`src/rtl/mac_row_ws_os_pkg.sv`:
```
// -----------------------------------------------------------------------------
// mac_pkg
// Shared definitions for the weight-/output-stationary systolic MAC row:
// dataflow mode encodings, instruction bit positions and the row FSM states.
// -----------------------------------------------------------------------------
package mac_pkg;

  // Dataflow selection carried in mode / mode_q
  localparam logic MODE_WS = 1'b0;
  localparam logic MODE_OS = 1'b1;

  // Instruction token bit positions
  localparam int INST_EXEC = 1;  // execute (WS) / accumulate (OS)
  localparam int INST_LOAD = 0;  // kernel load (WS) / accumulator clear (OS)

  // Row control FSM
  typedef enum logic [1:0] {
    IDLE  = 2'd0,
    RUN   = 2'd1,
    DRAIN = 2'd2
  } state_e;

endpackage

```
`src/rtl/mac_row_ws_os_tile.sv`:
```
// -----------------------------------------------------------------------------
// mac_tile_ws_os
// One tile of the MAC row. Holds a stationary weight with its load_done flag
// (WS), a local accumulator (OS), the registered psum/result output and the
// registered east copies of the activation, sign mode, instruction and drain.
//
// Ports:
//   clk, reset            clock, asynchronous active-high reset
//   mode_q                current dataflow (MODE_WS / MODE_OS)
//   mode_clr              mode_q is changing this edge: drop load_done and acc
//   act_w, act_sgn_w      activation from the west and its signedness
//   inst_w, drain_w       instruction / drain token from the west
//   in_n                  WS: psum from the north; OS: weight in bits [bw-1:0]
//   act_e .. drain_e      registered copies forwarded to the east neighbour
//   out_s, valid          registered psum/result and its one-cycle strobe
// -----------------------------------------------------------------------------
module mac_tile_ws_os
  import mac_pkg::*;
#(
  parameter int bw      = 4,
  parameter int psum_bw = 16
) (
  input  logic               clk,
  input  logic               reset,
  input  logic               mode_q,
  input  logic               mode_clr,
  input  logic [bw-1:0]      act_w,
  input  logic               act_sgn_w,
  input  logic [1:0]         inst_w,
  input  logic               drain_w,
  input  logic [psum_bw-1:0] in_n,
  output logic [bw-1:0]      act_e,
  output logic               act_sgn_e,
  output logic [1:0]         inst_e,
  output logic               drain_e,
  output logic [psum_bw-1:0] out_s,
  output logic               valid
);

  logic [bw-1:0]             weight_r;
  logic                      load_done_r;
  logic [psum_bw-1:0]        acc_r;

  logic [bw-1:0]             w_sel_s;
  logic signed [psum_bw-1:0] act_ext_s;
  logic signed [psum_bw-1:0] w_ext_s;
  logic signed [psum_bw-1:0] product_s;
  logic [psum_bw-1:0]        acc_nxt_s;
  logic                      load_hit_s;
  logic                      exec_s;

  // Operand selection, extended product and next accumulator value
  always_comb begin
    w_sel_s    = weight_r;
    act_ext_s  = '0;
    acc_nxt_s  = acc_r;
    // OS weights stream in from the north; WS uses the stationary register
    if (mode_q == MODE_OS) begin
      w_sel_s = in_n[bw-1:0];
    end else begin
      w_sel_s = weight_r;
    end
    if (act_sgn_w) begin
      act_ext_s = {{(psum_bw-bw){act_w[bw-1]}}, act_w};
    end else begin
      act_ext_s = {{(psum_bw-bw){1'b0}}, act_w};
    end
    w_ext_s    = {{(psum_bw-bw){w_sel_s[bw-1]}}, w_sel_s};
    // Truncated product of the extended operands wraps modulo 2^psum_bw
    product_s  = act_ext_s * w_ext_s;
    load_hit_s = inst_w[INST_LOAD] && !load_done_r;
    exec_s     = inst_w[INST_EXEC];
    case (inst_w)
      2'b01:   acc_nxt_s = '0;
      2'b10:   acc_nxt_s = acc_r + product_s;
      2'b11:   acc_nxt_s = product_s;
      default: acc_nxt_s = acc_r;
    endcase
  end

  // Tile state, registered outputs and east forwarding
  always_ff @(posedge clk or posedge reset) begin
    if (reset) begin
      weight_r    <= '0;
      load_done_r <= 1'b0;
      acc_r       <= '0;
      act_e       <= '0;
      act_sgn_e   <= 1'b0;
      inst_e      <= 2'b00;
      drain_e     <= 1'b0;
      out_s       <= '0;
      valid       <= 1'b0;
    end else begin
      act_e     <= act_w;
      act_sgn_e <= act_sgn_w;
      drain_e   <= drain_w;
      if (mode_q == MODE_WS) begin
        // The first unloaded tile consumes the load bit so beat k lands in tile k
        if (load_hit_s) begin
          weight_r <= act_w;
          inst_e   <= {inst_w[INST_EXEC], 1'b0};
        end else begin
          inst_e   <= inst_w;
        end
        if (exec_s) begin
          out_s <= in_n + product_s;
          valid <= 1'b1;
        end else begin
          valid <= 1'b0;
        end
        // Execute re-arms the tile for the next load round
        if (mode_clr || exec_s) begin
          load_done_r <= 1'b0;
        end else if (load_hit_s) begin
          load_done_r <= 1'b1;
        end else begin
          load_done_r <= load_done_r;
        end
        if (mode_clr) begin
          acc_r <= '0;
        end else begin
          acc_r <= acc_r;
        end
      end else begin
        inst_e <= inst_w;
        if (mode_clr) begin
          load_done_r <= 1'b0;
          acc_r       <= '0;
          valid       <= 1'b0;
        end else if (drain_w) begin
          // Drain reports the value including any same-edge accumulate
          out_s <= acc_nxt_s;
          valid <= 1'b1;
          acc_r <= '0;
        end else begin
          acc_r <= acc_nxt_s;
          valid <= 1'b0;
        end
      end
    end
  end

endmodule

```
`src/rtl/mac_row_ws_os.sv`:
```
// -----------------------------------------------------------------------------
// mac_row_ws_os
// Systolic MAC row with run-time weight-stationary / output-stationary
// dataflow. Activations and tokens ripple west to east one tile per cycle;
// the top holds the latched mode, the IDLE/RUN/DRAIN control FSM and busy.
//
// Ports:
//   clk, reset   clock, asynchronous active-high reset
//   mode         requested dataflow, adopted as mode_q only when fully quiet
//   act_mode     activation signedness (weights are always signed)
//   in_w         activation entering tile 0
//   inst_w       bit1 execute/accumulate, bit0 load/clear
//   drain        OS drain token into tile 0 (ignored in WS)
//   in_n         per-slice psum in (WS) or skewed weight (OS)
//   out_s, valid per-slice psum/result and update strobe
//   busy         tokens in flight or the row is draining
// -----------------------------------------------------------------------------
module mac_row_ws_os
  import mac_pkg::*;
#(
  parameter int bw      = 4,
  parameter int psum_bw = 16,
  parameter int col     = 8
) (
  input  logic                   clk,
  input  logic                   reset,
  input  logic                   mode,
  input  logic                   act_mode,
  input  logic [bw-1:0]          in_w,
  input  logic [1:0]             inst_w,
  input  logic                   drain,
  input  logic [psum_bw*col-1:0] in_n,
  output logic [psum_bw*col-1:0] out_s,
  output logic [col-1:0]         valid,
  output logic                   busy
);

  localparam int CNT_W = $clog2(col);

  // Index j is the input of tile j; index col is the east end of the row
  logic [col:0][bw-1:0] act_pipe_s;
  logic [col:0]         sgn_pipe_s;
  logic [col:0][1:0]    inst_pipe_s;
  logic [col:0]         drain_pipe_s;

  state_e               state_r;
  state_e               state_nxt_s;
  logic [CNT_W-1:0]     cnt_r;
  logic [CNT_W-1:0]     cnt_nxt_s;
  logic                 busy_r;
  logic                 mode_q_r;

  logic                 mode_ld_s;
  logic                 mode_chg_s;
  logic                 drain_acc_s;
  logic                 inflight_s;
  logic                 unused_tail_s;

  assign act_pipe_s[0]   = in_w;
  assign sgn_pipe_s[0]   = act_mode;
  assign inst_pipe_s[0]  = inst_w;
  assign drain_pipe_s[0] = drain_acc_s;
  assign busy            = busy_r;

  // Activation data leaving the east end has no consumer
  assign unused_tail_s = ^{act_pipe_s[col], sgn_pipe_s[col]};

  genvar j;
  generate
    for (j = 0; j < col; j++) begin : g_tile
      mac_tile_ws_os #(
        .bw      (bw),
        .psum_bw (psum_bw)
      ) u_tile (
        .clk       (clk),
        .reset     (reset),
        .mode_q    (mode_q_r),
        .mode_clr  (mode_chg_s),
        .act_w     (act_pipe_s[j]),
        .act_sgn_w (sgn_pipe_s[j]),
        .inst_w    (inst_pipe_s[j]),
        .drain_w   (drain_pipe_s[j]),
        .in_n      (in_n[psum_bw*j +: psum_bw]),
        .act_e     (act_pipe_s[j+1]),
        .act_sgn_e (sgn_pipe_s[j+1]),
        .inst_e    (inst_pipe_s[j+1]),
        .drain_e   (drain_pipe_s[j+1]),
        .out_s     (out_s[psum_bw*j +: psum_bw]),
        .valid     (valid[j])
      );
    end
  endgenerate

  // Mode-latch qualification, drain acceptance and FSM next state
  always_comb begin
    mode_ld_s   = !busy_r && (inst_w == 2'b00) && !drain;
    mode_chg_s  = mode_ld_s && (mode != mode_q_r);
    drain_acc_s = drain && (mode_q_r == MODE_OS);
    inflight_s  = (|inst_pipe_s[col:1]) || (|drain_pipe_s[col:1]);
    state_nxt_s = state_r;
    cnt_nxt_s   = cnt_r;
    if (drain_acc_s) begin
      // A fresh drain (re)starts the countdown across the whole row
      state_nxt_s = DRAIN;
      cnt_nxt_s   = CNT_W'(col - 1);
    end else begin
      case (state_r)
        IDLE: begin
          if (inst_w != 2'b00) begin
            state_nxt_s = RUN;
          end else begin
            state_nxt_s = IDLE;
          end
        end
        RUN: begin
          if (!inflight_s && (inst_w == 2'b00)) begin
            state_nxt_s = IDLE;
          end else begin
            state_nxt_s = RUN;
          end
        end
        DRAIN: begin
          if (cnt_r != '0) begin
            cnt_nxt_s = cnt_r - 1'b1;
          end else if (!inflight_s && (inst_w == 2'b00)) begin
            state_nxt_s = IDLE;
          end else begin
            state_nxt_s = DRAIN;
          end
        end
        default: begin
          state_nxt_s = IDLE;
          cnt_nxt_s   = '0;
        end
      endcase
    end
  end

  // FSM, counter, busy and latched mode registers
  always_ff @(posedge clk or posedge reset) begin
    if (reset) begin
      state_r  <= IDLE;
      cnt_r    <= '0;
      busy_r   <= 1'b0;
      mode_q_r <= MODE_WS;
    end else begin
      state_r <= state_nxt_s;
      cnt_r   <= cnt_nxt_s;
      busy_r  <= (state_nxt_s != IDLE);
      if (mode_ld_s) begin
        mode_q_r <= mode;
      end else begin
        mode_q_r <= mode_q_r;
      end
    end
  end

endmodule
```
`config.mk`:
```
export PLATFORM = sky130hd
export DESIGN_NAME = mac_row_ws_os
export DESIGN_NICKNAME = d
export VERILOG_FILES = /design/src/rtl/mac_row_ws_os_pkg.sv /design/src/rtl/mac_row_ws_os_tile.sv /design/src/rtl/mac_row_ws_os.sv
export SDC_FILE = /design/constraint.sdc
export NUM_CORES = 2
export LEC_CHECK = 0
export CAP_MARGIN = 20
export CORE_MARGIN = 2
export CORE_UTILIZATION = 35
export CTS_CLUSTER_SIZE = 14
export DETAILED_ROUTE_END_ITERATION = 10
export GPL_TIMING_DRIVEN = 0
export HOLD_SLACK_MARGIN = 0.15
export PLACE_DENSITY = 0.55
export SLEW_MARGIN = 15
export SYNTH_ARGS = -nofsm -noshare
export SYNTH_HDL_FRONTEND = slang
export SYNTH_SLANG_ARGS = --single-unit
```
`constraint.sdc`:
```
create_clock -name clk -period 14.8 [get_ports clk]
set_input_delay 3.7 -clock clk [delete_from_list [all_inputs] [get_ports clk]]
set_output_delay 3.7 -clock clk [all_outputs]
set_load 0.01 [all_outputs]
```
==> impl_metrics.json <==
{
  "wl_um": 123000,
  "syn-num-nets": 4546,
  "die_w_um": 317,
  "synth_cell_types": 88,
  "cp_common_cell": "fa_1",
  "clock_sinks": 370,
  "initial_core_util_pct": 35.4,
  "syn_avg_cell_area_um2": 8.78,
  "required_ps": 15260,
  "drv_slew": 0,
  "use_met1_pct": 32.7,
  "synth.area.top_cells": "dfrtp_1, ha_1, fa_1",
  "synth_warnings": 0,
  "cap_violations": 0,
  "dieHeight_um": 317,
  "async_flop_share_pct": 100,
  "ys_seq_area_share_pct": 27.0,
  "postCtsSetupBuffers": 0,
  "synthAdderAreaFrac_pct": 20.9,
  "hold_viol_final": 0,
  "num_vias": 30700,
  "cts_resized": 0,
  "place_congestion": 0.928,
  "regToRegEndpoint": "g_tile[1].u_tile.out_s[15]$_DFFE_PP0P_",
  "syn_to_final_growth_pct": 18.1,
  "synth_edf_count": 0,
  "reg2reg_depth": 27,
  "grt-busiest-layer": "met2",
  "crit_type": "in -> reg",
  "first_pass_iters": 5,
  "ioPinCount": 276,
  "drtIter0Drc": 2259,
  "rsz0062_at_grt": "false",
  "critPathArrivalTime_ps": 10310,
  "r2r_start": "mode_q_r$_DFFE_PP0P_",
  "worstMarginPinSlew_ps": 1170,
  "fin_crit_sh_pct": 66.6,
  "synth_top_family_by_area": "compound AO/OA/AOI/OAI gates",
  "placed_area_mm2": 0.0387,
  "cts_buffer_depth": 3,
  "cpPeakStageDelay_ps": 610,
  "fin_setup_tns_ps": 0,
  "synth_compound_area_share_pct": 21.9,
  "synth_largest_area_cell": "dfrtp_1",
  "avgViaCountPerCell": 5.54,
  "crit_family": "adder cells",
  "startpoint_type": "primary input",
  "hold_path_class": "reg -> reg",
  "synth_top_area_share_pct": 27.0,
  "gr-total-overflow": 0,
  "drc": 0,
  "clock_latency_ps": 620,
  "cp_slowest_cell": "clkdlybuf4s50_1",
  "cts_hold_buf": 0,
  "fin_util_pct": 41.8,
  "use_met2_pct": 38.8,
  "min_delay_worst_endpoint": "g_tile[6].u_tile.drain_e$_DFF_PP0_",
  "grt_pass1_wl_um": 183000,
  "coreArea_mm2": 0.0969,
  "cts_tree": "done",
  "synthesis.area_mm2": 0.0343,
  "status": "finished clean",
  "clk_pin_slew_worst_paths_ps": 60,
  "r2r_slack_ps": 5860,
  "die_area_mm2": 0.100,
  "cp.depth": 25,
  "drive_above_1_share_pct": 5.39,
  "ys_ff_latch": 370,
  "path_max_fanout": 6,
  "setup_ws_ps": 4950,
  "nets": 4876,
  "min_from": "g_tile[5].u_tile.drain_e$_DFF_PP0_",
  "clockRootBuffer": "clkbuf_16",
  "antenna_found_initial": 6,
  "final.setup_skew_ps": 32.6,
  "holdPathStages": 0,
  "antenna_left": 0,
  "grt_use_total_pct": 24.0,
  "port_buffers": 274,
  "ctsHtreeMaxLevel": 2,
  "dp_hpwl_um": 94500,
  "yosys.area_share.simple_pct": 16.1,
  "crit_buf_inv": 3,
  "grt_pass1_vias": 29800,
  "cts_buffers": 48,
  "fmaxAchievable_ghz": 0.101,
  "place_ws_ps": 4390,
  "end_kind": "flip-flop",
  "setup-violations-final": 0,
  "layout_min_cycle_time_ps": 9850,
  "syn_inst": 3901,
  "ys.flop_type": "dfrtp_1",
  "max-slew-margin-rel_pct": 22.2,
  "synth.area.mux_share_pct": 4.58,
  "synth_xor_area_share_pct": 5.57,
  "fin_area_mm2": 0.0405,
  "wl_per_cell_um": 22.1,
  "use_met3_pct": 3.59,
  "grt_max_degree": 101,
  "rows": 114
}
through the flow:
| step | hold slack (ps) | cells |
|---|---|---|
| floorplan | 352 | 3901 |
| global placement | 353 | 5451 |
| detailed placement | 358 | 5457 |
| CTS | 374 | 5544 |
| global route | 395 | 5544 |
| finish | 374 | 5546 |
logic make-up after synthesis:
family,count (synthesis)
AOI/OAI and AO/OA,1147
xor gates and xnor gates,218
adders and majority gates,506
buffers and inverters,342
DFF,370
muxes,151
and+or+nand+nor,1167
metal layers:
metal  wire, um  up-vias
li1           -    14700
met1      54700    14900
met2      55900      890
met3       7510      189
met4       4350        6
met5         35        -
final cells by class:
type	instances	area, um2
Fill cell	9647	56400
Tap cell	1276	1600
Buffer	123	524
Multi-Input combinational cell	3189	23700
Timing Repair Buffer	280	2860
Clock inverter	26	345
Antenna cell	2	5.00
Sequential cell	370	9260
Inverter	219	830
Clock buffer	61	1360
cells in the final DEF (no fill, tap or decap), types with 91 or more instances in the layout:
| cell | synthesis | layout |
|---|---|---|
| a21o_1 | 91 | 91 |
| a21oi_1 | 288 | 288 |
| clkdlybuf4s50_1 | 0 | 274 |
| dfrtp_1 | 370 | 370 |
| fa_1 | 112 | 112 |
| ha_1 | 394 | 394 |
| inv_1 | 213 | 212 |
| mux2i_1 | 104 | 104 |
| nand2_1 | 299 | 299 |
| nor2_1 | 365 | 365 |
| nor2b_1 | 102 | 102 |
| nor3_1 | 95 | 95 |
| o21ai_0 | 278 | 278 |
| xnor2_1 | 141 | 141 |
synth_stat cells (16+ instances only):
library cell,number
a22oi_1,16
fa_1,112
inv_1,213
a22o_1,78
nor4_1,21
nor2_1,365
o21ai_0,278
a211oi_1,60
or3_1,31
and2_1,33
o21bai_1,37
nor3_1,95
o21a_1,54
xnor2_1,141
a21o_1,91
nor2b_1,102
a31oi_1,46
a21oi_1,288
nand2_1,299
buf_1,21
xor2_1,77
dfrtp_1,370
nand2b_1,67
ha_1,394
o211ai_1,17
clkbuf_1,82
mux2i_1,104
or2_2,18
nand3_1,64
mux2_2,47
and3_1,26
sequential cells by signal, indices dropped and copies added (netlist names), 2 cells and up:
register / count
state_r: 2
g_tile.u_tile.drain_e: 8
g_tile.u_tile.weight_r: 32
cnt_r: 3
g_tile.u_tile.load_done_r: 8
g_tile.u_tile.act_e: 28
g_tile.u_tile.acc_r: 128
g_tile.u_tile.out_s: 128
g_tile.u_tile.act_sgn_e: 7
g_tile.u_tile.inst_e: 16
g_tile.u_tile.valid: 8
worst max path at each step:
stage,start,endpoint,slack (ps)
after CTS,in_n[35],g_tile[2].u_tile.out_s[15]$_DFFE_PP0P_,4990
after global routing,in_n[19],g_tile[1].u_tile.out_s[15]$_DFFE_PP0P_,4460
after floorplan,reset,busy$_DFF_PP0_,830
final,in_n[35],g_tile[2].u_tile.out_s[15]$_DFFE_PP0P_,4950
after detailed placement,in_n[35],g_tile[2].u_tile.out_s[15]$_DFFE_PP0P_,4390
after global placement,reset,g_tile[1].u_tile.out_s[13]$_DFFE_PP0P_,-5100
Power is not shown: default switching activity piles up to over one toggle a cycle in this logic, so the estimate is an artifact.
